File: src/rtl/shifter_pkg.sv
// shifter_pkg: mode encoding shared by the pipelined barrel shifter and its stages.
package shifter_pkg;

    typedef logic [1:0] sh_mode_t;

    localparam sh_mode_t SH_SLL = 2'b00;
    localparam sh_mode_t SH_SRL = 2'b01;
    localparam sh_mode_t SH_SRA = 2'b10;
    localparam sh_mode_t SH_ROR = 2'b11;

endpackage

File: src/rtl/shifter_stage.sv
// shifter_stage: one conditional shift-by-STEP pipeline stage with valid/advance control.
// Rotate wrap is built only when SHIFTER_ROTATE_EN is defined; otherwise mode 11 shifts left.
module shifter_stage
    import shifter_pkg::*;
#(
    parameter int WIDTH = 32,
    parameter int STEP  = 1,
    parameter int AMT_W = $clog2(WIDTH)
) (
    input  logic             i_clk,
    input  logic             i_rst,
    input  logic             i_valid,
    input  sh_mode_t         i_mode,
    input  logic [AMT_W-1:0] i_amt,
    input  logic [WIDTH-1:0] i_data,
    input  logic             i_next_load,
    output logic             o_load,
    output logic             o_valid,
    output sh_mode_t         o_mode,
    output logic [AMT_W-1:0] o_amt,
    output logic [WIDTH-1:0] o_data
);

    localparam int BIT = $clog2(STEP);

    logic             r_valid;
    sh_mode_t         r_mode;
    logic [AMT_W-1:0] r_amt;
    logic [WIDTH-1:0] r_data;
    logic [WIDTH-1:0] w_shifted;
    logic [WIDTH-1:0] w_data;

    always_comb begin
        w_shifted = i_data << STEP;
        if (i_mode == SH_SRL)
            w_shifted = i_data >> STEP;
        else if (i_mode == SH_SRA)
            w_shifted = $signed(i_data) >>> STEP;
`ifdef SHIFTER_ROTATE_EN
        else if (i_mode == SH_ROR)
            w_shifted = {i_data[STEP-1:0], i_data[WIDTH-1:STEP]};
`endif
    end

    assign w_data = i_amt[BIT] ? w_shifted : i_data;
    // Empty stages always load, so bubbles collapse toward the output.
    assign o_load = !r_valid || i_next_load;

    always_ff @(posedge i_clk or posedge i_rst) begin
        if (i_rst) begin
            r_valid <= 1'b0;
            r_mode  <= SH_SLL;
            r_amt   <= '0;
            r_data  <= '0;
        end else if (o_load) begin
            r_valid <= i_valid;
            r_mode  <= i_mode;
            r_amt   <= i_amt;
            r_data  <= w_data;
        end
    end

    assign o_valid = r_valid;
    assign o_mode  = r_mode;
    assign o_amt   = r_amt;
    assign o_data  = r_data;

endmodule

File: src/rtl/shifter_pipe_barrel.sv
// shifter_pipe_barrel: log2(WIDTH)-stage pipelined barrel shifter with valid/ready flow control.
// Define SHIFTER_ROTATE_EN to make mode 11 rotate right; otherwise it executes as SLL.
module shifter_pipe_barrel
    import shifter_pkg::*;
#(
    parameter  int WIDTH = 32,
    localparam int AMT_W = $clog2(WIDTH)
) (
    input  logic             CLK,
    input  logic             RST,
    input  logic             IN_VALID,
    output logic             IN_READY,
    input  sh_mode_t         SH_MODE,
    input  logic [AMT_W-1:0] SH_AMT,
    input  logic [WIDTH-1:0] D_IN,
    output logic             OUT_VALID,
    input  logic             OUT_READY,
    output logic [WIDTH-1:0] D_OUT
);

    logic             w_valid [AMT_W+1];
    logic             w_load  [AMT_W+1];
    sh_mode_t         w_mode  [AMT_W+1];
    logic [AMT_W-1:0] w_amt   [AMT_W+1];
    logic [WIDTH-1:0] w_data  [AMT_W+1];
    logic             w_unused;

    assign w_valid[0]     = IN_VALID;
    assign w_mode[0]      = SH_MODE;
    assign w_amt[0]       = SH_AMT;
    assign w_data[0]      = D_IN;
    assign w_load[AMT_W]  = OUT_READY;

    generate
        for (genvar k = 0; k < AMT_W; k++) begin : g_stage
            shifter_stage #(
                .WIDTH (WIDTH),
                .STEP  (1 << k),
                .AMT_W (AMT_W)
            ) u_stage (
                .i_clk       (CLK),
                .i_rst       (RST),
                .i_valid     (w_valid[k]),
                .i_mode      (w_mode[k]),
                .i_amt       (w_amt[k]),
                .i_data      (w_data[k]),
                .i_next_load (w_load[k+1]),
                .o_load      (w_load[k]),
                .o_valid     (w_valid[k+1]),
                .o_mode      (w_mode[k+1]),
                .o_amt       (w_amt[k+1]),
                .o_data      (w_data[k+1])
            );
        end
    endgenerate

    // The last stage's mode and amount have no consumer.
    assign w_unused  = ^{w_mode[AMT_W], w_amt[AMT_W]};
    assign IN_READY  = w_load[0];
    assign OUT_VALID = w_valid[AMT_W];
    assign D_OUT     = w_data[AMT_W];

endmodule

File: config.mk
export PLATFORM = sky130hd
export DESIGN_NAME = shifter_pipe_barrel
export DESIGN_NICKNAME = d
export VERILOG_FILES = /design/src/rtl/shifter_pkg.sv /design/src/rtl/shifter_stage.sv /design/src/rtl/shifter_pipe_barrel.sv
export SDC_FILE = /design/constraint.sdc
export NUM_CORES = 1
export LEC_CHECK = 0
export ABC_AREA = 1
export BUFFER_PORTS_ARGS = -buffer_cell sky130_fd_sc_hd__buf_2
export CORE_ASPECT_RATIO = 1.4
export CORE_MARGIN = 2
export CORE_UTILIZATION = 60
export CTS_BUF_LIST = sky130_fd_sc_hd__clkbuf_2 sky130_fd_sc_hd__clkbuf_4 sky130_fd_sc_hd__clkbuf_8
export DETAILED_ROUTE_END_ITERATION = 12
export PLACE_DENSITY = 0.79
export SETUP_SLACK_MARGIN = 0.4
export SKIP_CTS_REPAIR_TIMING = 1
export SYNTH_ARGS = -nofsm -noshare
export SYNTH_HDL_FRONTEND = slang
export SYNTH_HIERARCHICAL = 1
export SYNTH_SLANG_ARGS = --single-unit
File: constraint.sdc
create_clock -name CLK -period 6.75 [get_ports CLK]
set_input_delay 0 -clock CLK [delete_from_list [all_inputs] [get_ports CLK]]
set_output_delay 0 -clock CLK [all_outputs]
set_load 0.02 [all_outputs]
==> results of run 1 <==
==> cell usage in the layout (no fill, tap or decap) <==
master         instances
nand2_1              353
inv_1                252
nand3_1              216
dfrtp_1              183
nor2_1               114
o21ai_0              108
a21oi_1               86
buf_2                 76
dlygate4sd3_1         63
o22ai_1               22
clkbuf_8              20
o211ai_1              17
inv_2                 14
nand2_4                9
nand2_2                9
buf_4                  9
o21ai_1                8
or2_2                  5
bufinv_16              4
clkinvlp_4             3
clkinv_2               2
nor2_2                 2
clkinv_4               1
clkbuf_4               1
inv_6                  1
clkinv_1               1
nor2_4                 1
a21oi_2                1
==> routing by layer <==
metal / vias up / track usage (%) / wire length (um)
met4: 0 / 11.5 / 790
met3: 58 / 4.17 / 958
met1: 4456 / 33.0 / 10400
met5: - / 0 / 0
li1: 4820 / - / -
met2: 321 / 48.7 / 13700
==> state kept, by name, indices dropped and copies added, names as in the netlist <==
register / cells
g_stage.u_stage/o_amt: 10
g_stage.u_stage/o_data: 160
g_stage.u_stage/o_mode: 8
g_stage.u_stage/o_valid: 5
==> tightest hold or removal path, delay by kind of cell <==
family | cells | cell delay (ns)
AND/OR/NAND/NOR | 4 | 0.25
buffers and inverters | 2 | 0.15
AO/OA/AOI/OAI | 1 | 0.09
==> power by group <==
group	total [mW]	leakage (nW)	internal, mW	switching [mW]
Sequential	1.81	2.18	1.46	0.350
Clock	0.820	0.222	0.438	0.382
Combinational	1.46	3.77	0.519	0.945
Total	4.10	6.17	2.42	1.68
==> area by class of cell <==
| cell class | count | area, sq um | area share (%) |
|---|---|---|---|
| Timing Repair Buffer | 148 | 1080 | 9.19 |
| Tap cell | 236 | 295 | 2.52 |
| Clock buffer | 21 | 283 | 2.41 |
| Inverter | 267 | 1000 | 8.54 |
| Clock inverter | 11 | 170 | 1.45 |
| Sequential cell | 183 | 4580 | 39.0 |
| Multi-Input combinational cell | 951 | 4330 | 36.9 |
==> path summary, 6_finish.rpt <==
kind	from	to	slack, ns	depth (start not counted)
worst max-delay path	g_stage[4].u_stage/o_valid	g_stage[0].u_stage/o_data[2]	2.05	17
worst min-delay path	OUT_READY	g_stage[4].u_stage/o_data[2]	0.07	7
worst max register to register	g_stage[4].u_stage/o_valid	g_stage[0].u_stage/o_data[2]	2.05	17
worst min register to register	g_stage[4].u_stage/o_data[18]	g_stage[4].u_stage/o_data[18]	0.48	2
max in group asynchronous	RST	g_stage[0].u_stage/o_data[18]	6.16	4
min in group asynchronous	RST	g_stage[4].u_stage/o_data[1]	0.20	4
==> stage by stage <==
step / cell area [sq um] / total power, mW / hold WS [ns]
2_1_floorplan: 10400 / 2.83 / 0.112
3_5_place_dp: 10700 / 3.23 / 0.160
5_1_grt: 11700 / 4.40 / 0.0668
6_report: 11700 / 4.10 / 0.0652
3_3_place_gp: 10700 / 3.18 / 0.159
4_1_cts: 11100 / 4.05 / -0.347
==> run_results.csv, run 1 <==
group,metric,value,unit
outcome,outcome,"finished clean",
timing,fin_worst_skew,0.0170,ns
place,globalplace.congestion,0.959,
flow_run,cap_viol_max_count,0,
layout,syn_to_final_growth,12.8,%
layout,instances_no_fill,1817,
setup_path,timing.critical_path.arrival,5.11,ns
routing,post-route-drc-count,0,
layout,antenna_cells_inserted,0,
timing,slew_violations,0,
setup_path,path_class,"register to register",
routing,routed_wirelength,25800,um
die,core.rowCount,57,
clock_tree,clockBufferDepth,2,
synthesis,mean_instance_size_in_the_synthesized_netlist,7.02,sq um
setup_path,crit_required,7.15,ns
layout,finalNetCount,1611,
routing,drt.antenna.violating_nets,0,
synthesis,netlist_instances,1482,
setup_path,critical-path-top-delay-family,"buffers and inverters",
die,fp.coreArea,17200,sq um
die,floorplan.die.height,160,um
layout,fillerInstances,1488,
timing,grt_setup_unrepaired,"no",
routing,routed_via_density,5.31,
place,post-dp-hpwl,18100,um
clock_tree,cts_clk_pin_slew_worst_paths,0.09,ns
clock_tree,cts_htree_levels,4,
setup_path,cp.buffers_inverters,8,
timing,setup_failing_eps_final,0,
setup_path,timing.critical_path.from_type,"register",
global_route,grt_max_degree,57,
global_route,number_of_global_route_vias_before_repair,8783,
pwr,vdd_ir_drop_max,0.158,mV
clock_tree,clock_tree_from_tritoncts,"done",
global_route,grt_use_total,27.6,%
die,i_o_pin_count,77,
die,floorplan.die_area,18400,sq um
pwr,total_power_density_per_cell_area,349,nW/um^2
synthesis,post_synth_instance_area,10400,sq um
timing,finalCriticalPeriod,4.70,ns
routing,detail_route.wl_per_cell,14.2,um
setup_path,end_kind,"register",
timing,report.final.hold_viol_count,0,
timing,slew_headroom,44.0,%
global_route,antenna_found_initial,0,
place,dp.cells,1722,
routing,initialDrtViolationCount,632,
clock_tree,clock_sinks,183,
timing,total_negative_setup_slack,0,ns
place,worst_setup_slack_post_dpl,2.75,ns
timing,post-route-worst-setup-slack,2.05,ns
layout,post_route_cells_drive_above_1_share,9.99,%
setup_path,ordered_cell_list_for_the_critical_path,"nand2_4, inv_1, nand2_2, inv_1, nand2_2, inv_1, nand2_1, buf_4, inv_1, nand2_1, buf_4, nand2_1, a21oi_1, o21ai_0, dlygate4sd3_1, nand2_1, dlygate4sd3_1",
min_path,timing.hold.worst.class,"input pin to register",
timing,part_of_the_cycle_the_worst_path_needs,69.7,%
clock_tree,cts-buffers-inserted,17,
global_route,globalRoute.totalOverflow,0,
timing,max_slew.worst_pin.slew,0.837,ns
die,die_width,115,um
routing,drtPass1Iterations,5,
setup_path,critPathSlowestCell,"nand2_2",
clock_tree,clock-root-buffer,"clkbuf_8",
pwr,static-leakage-power,6.17,nW
clock_tree,clkLatencyLatePin,0.47,ns
timing,maxClockFrequency,213,MHz
layout,final_util,68.3,%
setup_path,critical_path.max_stage_delay,0.64,ns
synthesis,postSynthNetCount,1525,
setup_path,cp_max_fo,56,
routing,detailroute.via_count,9655,
place,io_buffers,76,
synthesis,yosysWarningCount,6,
die,initial_utilization,60.5,%
global_route,grt_first_pass_wirelength,41600,um
(Power assumes the default switching activity.)
==> run 2: changes to the inputs <==
--- a/config.mk
+++ b/config.mk
@@ -5,11 +5,11 @@
 export SDC_FILE = /design/constraint.sdc
 export NUM_CORES = 1
 export LEC_CHECK = 0
-export ABC_AREA = 1
+export ABC_AREA = 0
 export BUFFER_PORTS_ARGS = -buffer_cell sky130_fd_sc_hd__buf_2
 export CORE_ASPECT_RATIO = 1.4
 export CORE_MARGIN = 2
-export CORE_UTILIZATION = 60
+export CORE_UTILIZATION = 57
 export CTS_BUF_LIST = sky130_fd_sc_hd__clkbuf_2 sky130_fd_sc_hd__clkbuf_4 sky130_fd_sc_hd__clkbuf_8
 export DETAILED_ROUTE_END_ITERATION = 12
 export PLACE_DENSITY = 0.79
==> constraint.sdc (replaced) <==
create_clock -name CLK -period 4.3 [get_ports CLK]
set_input_delay 0 -clock CLK [delete_from_list [all_inputs] [get_ports CLK]]
set_output_delay 0 -clock CLK [all_outputs]
set_load 0.02 [all_outputs]
==> run 2 against run 1 <==
  * Sequential power rose by 61%
  * Synthesized area fell by 5.8%
  * Count of clock-buffer cells in the layout fell by 1
  * Largest power group unchanged
==> run_results.csv, run 2 <==
group,metric,value,unit
layout,syn_to_final_growth,11.6,%
routing,initialDrtViolationCount,494,
timing,max_slew.worst_pin.slew,1.22,ns
synthesis,postSynthNetCount,1064,
die,core.rowCount,56,
routing,drtPass1Iterations,4,
global_route,number_of_global_route_vias_before_repair,7278,
global_route,grt_first_pass_wirelength,36800,um
clock_tree,cts_clk_pin_slew_worst_paths,0.09,ns
die,i_o_pin_count,77,
layout,final_util,65.1,%
setup_path,crit-reg2reg-launch,"g_stage[4].u_stage/o_valid",
min_path,hold_startpoint,"SH_AMT[0]",
setup_path,critical_path.max_stage_delay,0.86,ns
clock_tree,clockBufferDepth,2,
layout,antenna_cells_inserted,0,
setup_path,cp_max_fo,41,
pwr,static-leakage-power,4.84,nW
setup_path,crit_top_cell,"nor2b_2",
timing,finalCriticalPeriod,3.33,ns
pwr,total_switching_power,2.41,mW
pwr,power.sequential.fraction,46.7,%
pwr,vdd_ir_drop_max,0.221,mV
timing,maxClockFrequency,300,MHz
layout,flip_flop_count_of_the_largest_register_all_copies_and_words_added,160,
setup_path,critPathSlowestCell,"nand2_1",
layout,layout_commonest_cell,"nand2_1",
global_route,globalRoute.totalOverflow,0,
global_route,grt_max_degree,66,
place,post-dp-hpwl,15500,um
global_route,grt_util_met1,30.5,%
routing,detailroute.via_count,7779,
timing,slew_violations,0,
global_route,grtUsageMet2,42.5,%
routing,post-route-drc-count,0,
layout,finalNetCount,1132,
setup_path,crit_path_start,"g_stage[4].u_stage/o_valid",
global_route,grt.busiest_layer,"met2",
timing,slew_headroom,18.7,%
clock_tree,cts_htree_levels,4,
clock_tree,cts-buffers-inserted,17,
setup_path,path_class,"register to register",
place,globalplace.congestion,0.852,
die,floorplan.die_area,18300,sq um
global_route,grtUsageMet3,4.19,%
setup_path,end_kind,"register",
place,io_buffers,76,
synthesis,yosysWarningCount,6,
timing,total_negative_setup_slack,0,ns
clock_tree,clock_tree_from_tritoncts,"done",
routing,drt.antenna.violating_nets,0,
global_route,grt_use_total,24.7,%
pwr,comb_power_share,33.8,%
routing,routed_via_density,5.97,
die,initial_utilization,58.3,%
setup_path,timing.critical_path.from_type,"register",
setup_path,timing.critical_path.arrival,3.64,ns
die,fp.coreArea,16800,sq um
clock_tree,clkLatencyLatePin,0.48,ns
layout,post_route_cells_drive_above_1_share,13.8,%
synthesis,post_synth_instance_area,9800,sq um
setup_path,ordered_cell_list_for_the_critical_path,"and2b_2, inv_1, nor2b_2, clkinv_1, nor2b_2, inv_1, nor2b_2, buf_4, inv_2, and2b_1, inv_2, buf_4, nand2_1, o211ai_1",
min_path,timing.hold.worst.class,"input pin to register",
timing,fin_worst_skew,0.0108,ns
timing,part_of_the_cycle_the_worst_path_needs,77.4,%
routing,routed_wirelength,22200,um
layout,fillerInstances,1366,
global_route,antenna_found_initial,0,
synthesis,mean_instance_size_in_the_synthesized_netlist,9.60,sq um
pwr,total_power_density_per_cell_area,570,nW/um^2
clock_tree,clock-root-buffer,"clkbuf_8",
die,die_width,115,um
timing,setup_failing_eps_final,0,
outcome,outcome,"finished clean",
clock_tree,clock_sinks,183,
die,floorplan.die.height,159,um
pwr,internal_power,3.83,mW
pwr,power.switching_fraction,38.6,%
timing,report.final.hold_viol_count,0,
setup_path,crit_required,4.61,ns
timing,grt_setup_unrepaired,"no",
layout,most-common-layout-cells,"nand2_1 (206), dfrtp_1 (182), o211ai_1 (107)",
pwr,power.share.clock,19.5,%
synthesis,netlist_instances,1021,
flow_run,cap_viol_max_count,0,
routing,detail_route.wl_per_cell,17.0,um
## run 2: power by group through the flow
| stage | clock, mW | combinational, mW | sequential (mW) |
|---|---|---|---|
| detailed placement | 0 | 2.09 | 2.94 |
| global placement | 0 | 2.03 | 2.91 |
| global route | 1.30 | 2.36 | 2.99 |
| floorplan | 0 | 1.62 | 2.86 |
| finish | 1.22 | 2.11 | 2.91 |
| CTS | 1.23 | 2.10 | 2.90 |
## run 2: metal layers
layer  up-vias  wire length [um]  share of wire, %
li1       3743                 -                 -
met1      3764              8980                40
met2       225             11700                53
met3        47               881               4.0
met4         0               643               2.9
met5         -                 0                 0
## run 2: path summary, 6_finish.rpt
path                                            endpoint  slack [ns]  cells after the start
min in group asynchronous     g_stage[4].u_stage/o_valid        0.18                      4
min                        g_stage[0].u_stage/o_data[31]         0.1                      3
min reg2reg                   g_stage[4].u_stage/o_valid        0.46                      1
max reg2reg                g_stage[0].u_stage/o_data[28]        0.97                     14
max                        g_stage[0].u_stage/o_data[28]        0.97                     14
max in group asynchronous   g_stage[3].u_stage/o_data[5]        3.17                      5
## run 2: cell type report
type | count | area, sq um | area share [%]
inverters | 35 | 131 | 1.20
well taps | 203 | 254 | 2.32
flip-flops and latches | 183 | 4580 | 41.9
clock buffers | 20 | 269 | 2.46
multi-input cells | 716 | 4620 | 42.2
clock inverters | 11 | 150 | 1.37
repair buffers | 136 | 936 | 8.55
## run 2: critical path: cells and delay by family, from the launching register on
kind / cells / cell delay [ns]
AND/OR/NAND/NOR: 6 / 1.61
buffers and inverters: 7 / 0.91
flip-flops: 1 / 0.35
AO/OA/AOI/OAI: 1 / 0.23
## run 2: through the flow
stage | power (mW) | cell area, sq um | hold WS, ns | worst slack (ns) | instances
after floorplan | 4.48 | 9800 | 0.108 | 1.07 | 1021
after global placement | 4.94 | 10100 | -0.0927 | 1.13 | 1231
after detailed placement | 5.02 | 10100 | -0.0900 | 1.03 | 1231
after CTS | 6.23 | 10500 | -0.603 | 0.994 | 1262
after global routing | 6.65 | 10900 | 0.152 | 0.705 | 1304
final | 6.24 | 10900 | 0.0985 | 0.972 | 1304
==> run 3: changes to the inputs <==
--- a/config.mk
+++ b/config.mk
@@ -9,10 +9,10 @@
 export BUFFER_PORTS_ARGS = -buffer_cell sky130_fd_sc_hd__buf_2
 export CORE_ASPECT_RATIO = 1.4
 export CORE_MARGIN = 2
-export CORE_UTILIZATION = 57
+export CORE_UTILIZATION = 60
 export CTS_BUF_LIST = sky130_fd_sc_hd__clkbuf_2 sky130_fd_sc_hd__clkbuf_4 sky130_fd_sc_hd__clkbuf_8
 export DETAILED_ROUTE_END_ITERATION = 12
-export PLACE_DENSITY = 0.79
+export PLACE_DENSITY = 0.8
 export SETUP_SLACK_MARGIN = 0.4
 export SKIP_CTS_REPAIR_TIMING = 1
 export SYNTH_ARGS = -nofsm -noshare
==> constraint.sdc (replaced) <==
create_clock -name CLK -period 3.1 [get_ports CLK]
set_input_delay 0 -clock CLK [delete_from_list [all_inputs] [get_ports CLK]]
set_output_delay 0 -clock CLK [all_outputs]
set_load 0.02 [all_outputs]
==> run 3 against run 2 <==
  * Design area is 0.35% higher
  * Wire length is 0.29% lower
  * Final cell count hardly changed
==> run_results.csv, run 3 (synthesis results as in run 2) <==
group,metric,value,unit
outcome,outcome,"finished clean",
pwr,internal_power,5.30,mW
routing,wl_met3,668,um
pwr,power.share.clock,19.2,%
timing,grt_setup_unrepaired,"no",
setup_path,crit_path_start,"g_stage[4].u_stage/o_valid",
place,io_buffers,76,
layout,fillerInstances,1284,
timing,total_negative_setup_slack,0,ns
pwr,comb_power_share,34.2,%
pwr,vdd_ir_drop_max,0.527,mV
layout,instances_no_fill,1305,
timing,max_slew.worst_pin.slew,0.875,ns
die,core.rowCount,55,
routing,detailroute.via_count,7669,
die,floorplan.die.height,155,um
clock_tree,clock_tree_from_tritoncts,"done",
global_route,antenna_found_initial,0,
routing,routed_via_density,5.88,
routing,detail_route.wl_per_cell,16.9,um
global_route,grt_max_degree,65,
routing,top_layer_used,"met4",
pwr,power.switching_fraction,38.6,%
pwr,total_switching_power,3.33,mW
setup_path,timing.critical_path.from_type,"register",
timing,slew_headroom,41.7,%
timing,report.final.hold_viol_count,0,
global_route,grt_use_total,25.8,%
place,dp.cells,1231,
layout,flip_flop_count_of_the_largest_register_all_copies_and_words_added,160,
die,initial_utilization,60.9,%
pwr,static-leakage-power,4.87,nW
layout,finalNetCount,1136,
layout,layout_commonest_cell,"nand2_1",
pwr,total_power_density_per_cell_area,786,nW/um^2
setup_path,timing.critical_path.arrival,2.38,ns
setup_path,reg2reg_slack,0.87,ns
flow_run,cap_viol_max_count,0,
place,post-dp-hpwl,15700,um
clock_tree,clock_sinks,183,
layout,antenna_cells_inserted,0,
layout,post_route_cells_drive_above_1_share,14.6,%
routing,initialDrtViolationCount,444,
clock_tree,cts-buffers-inserted,17,
setup_path,end_kind,"primary output",
setup_path,crit-reg2reg-launch,"g_stage[4].u_stage/o_valid",
setup_path,crit-reg2reg-capture,"g_stage[0].u_stage/o_data[18]",
die,floorplan.die_area,17400,sq um
min_path,hold_startpoint,"SH_AMT[0]",
die,die_width,112,um
layout,syn_to_final_growth,12.0,%
timing,slew_violations,0,
routing,drt.antenna.violating_nets,0,
clock_tree,clock-root-buffer,"clkbuf_8",
timing,setup_failing_eps_final,0,
layout,most-common-layout-cells,"nand2_1 (205), dfrtp_1 (182), o211ai_1 (107)",
timing,maxClockFrequency,420,MHz
setup_path,crit_required,3.10,ns
routing,wl_on_met1,8860,um
timing,finalCriticalPeriod,2.38,ns
routing,drtPass1Iterations,7,
timing,part_of_the_cycle_the_worst_path_needs,76.8,%
setup_path,critical_path.endpoint,"IN_READY",
timing,fin_worst_skew,0.0146,ns
layout,final-seq-area,4580,sq um
layout,multiInputGateArea,4640,sq um
global_route,number_of_global_route_vias_before_repair,7375,
die,fp.coreArea,16100,sq um
die,i_o_pin_count,77,
setup_path,rr_worst_depth,12,
setup_path,cp_max_fo,41,
routing,post-route-drc-count,0,
routing,detailroute.wirelength.met2,11900,um
setup_path,path_class,"register to primary output",
layout,final_util,68.2,%
routing,routed_wirelength,22100,um
clock_tree,clkLatencyLatePin,0.47,ns
clock_tree,clockBufferDepth,2,
clock_tree,cts_clk_pin_slew_worst_paths,0.09,ns
clock_tree,cts_htree_levels,4,
pwr,power.sequential.fraction,46.6,%
global_route,globalRoute.totalOverflow,0,
global_route,grt_first_pass_wirelength,36700,um
place,globalplace.congestion,0.842,
min_path,timing.hold.worst.class,"input pin to register",
==> run 3: area by class of cell <==
class                           count  share of cell area (%)
Timing Repair Buffer              140                    8.80
Tap cell                          199                    2.27
Clock buffer                       19                    2.32
Clock inverter                     13                    1.41
Inverter                           35                    1.25
Multi-Input combinational cell    716                    42.2
Sequential cell                   183                    41.7
==> run 3: per-stage QoR <==
step | hold WS (ns) | power [mW] | setup slack, ns | instance area (sq um)
final | 0.174 | 8.63 | 0.719 | 11000
after detailed placement | -0.0938 | 6.99 | 0.551 | 10100
after CTS | -0.606 | 8.63 | 0.513 | 10500
after floorplan | 0.108 | 6.24 | 0.363 | 9930
after global placement | -0.104 | 6.88 | 0.633 | 10100
after global routing | 0.193 | 9.19 | 0.585 | 11000
==> run 3: how the worst min path moves through the flow <==
stage / end / cells past startpoint / slack, ns
finish: g_stage[0].u_stage/o_data[31] / 3 / 0.17
global route: g_stage[0].u_stage/o_data[31] / 3 / 0.19
CTS: g_stage[3].u_stage/o_valid / 2 / -0.61
detailed placement: g_stage[3].u_stage/o_valid / 2 / -0.09
global placement: g_stage[3].u_stage/o_valid / 2 / -0.10
floorplan: g_stage[0].u_stage/o_valid / 1 / 0.11
==> run 3: power groups by stage <==
stage	sequential, mW	combinational (mW)	clock [mW]
finish	4.03	2.95	1.65
floorplan	3.97	2.27	0
CTS	4.02	2.93	1.68
global route	4.14	3.29	1.77
global placement	4.02	2.86	0
detailed placement	4.07	2.92	0
==> run 3: routing by layer <==
layer  vias up  GRT usage [%]
met2       181           46.8
li1       3750              -
met1      3699           30.6
met3        39           3.54
met4         0           10.9
met5         -              0
==> run 3: critical path, stage by stage (launching register included) <==
cell,delay (ns)
dfrtp_1,0.39
and2b_2,0.20
inv_1,0.08
nor2b_2,0.05
clkinv_2,0.06
nor2b_4,0.04
inv_4,0.05
nor2b_4,0.04
inv_2,0.10
and2b_2,0.26
inv_4,0.35
buf_2,0.26
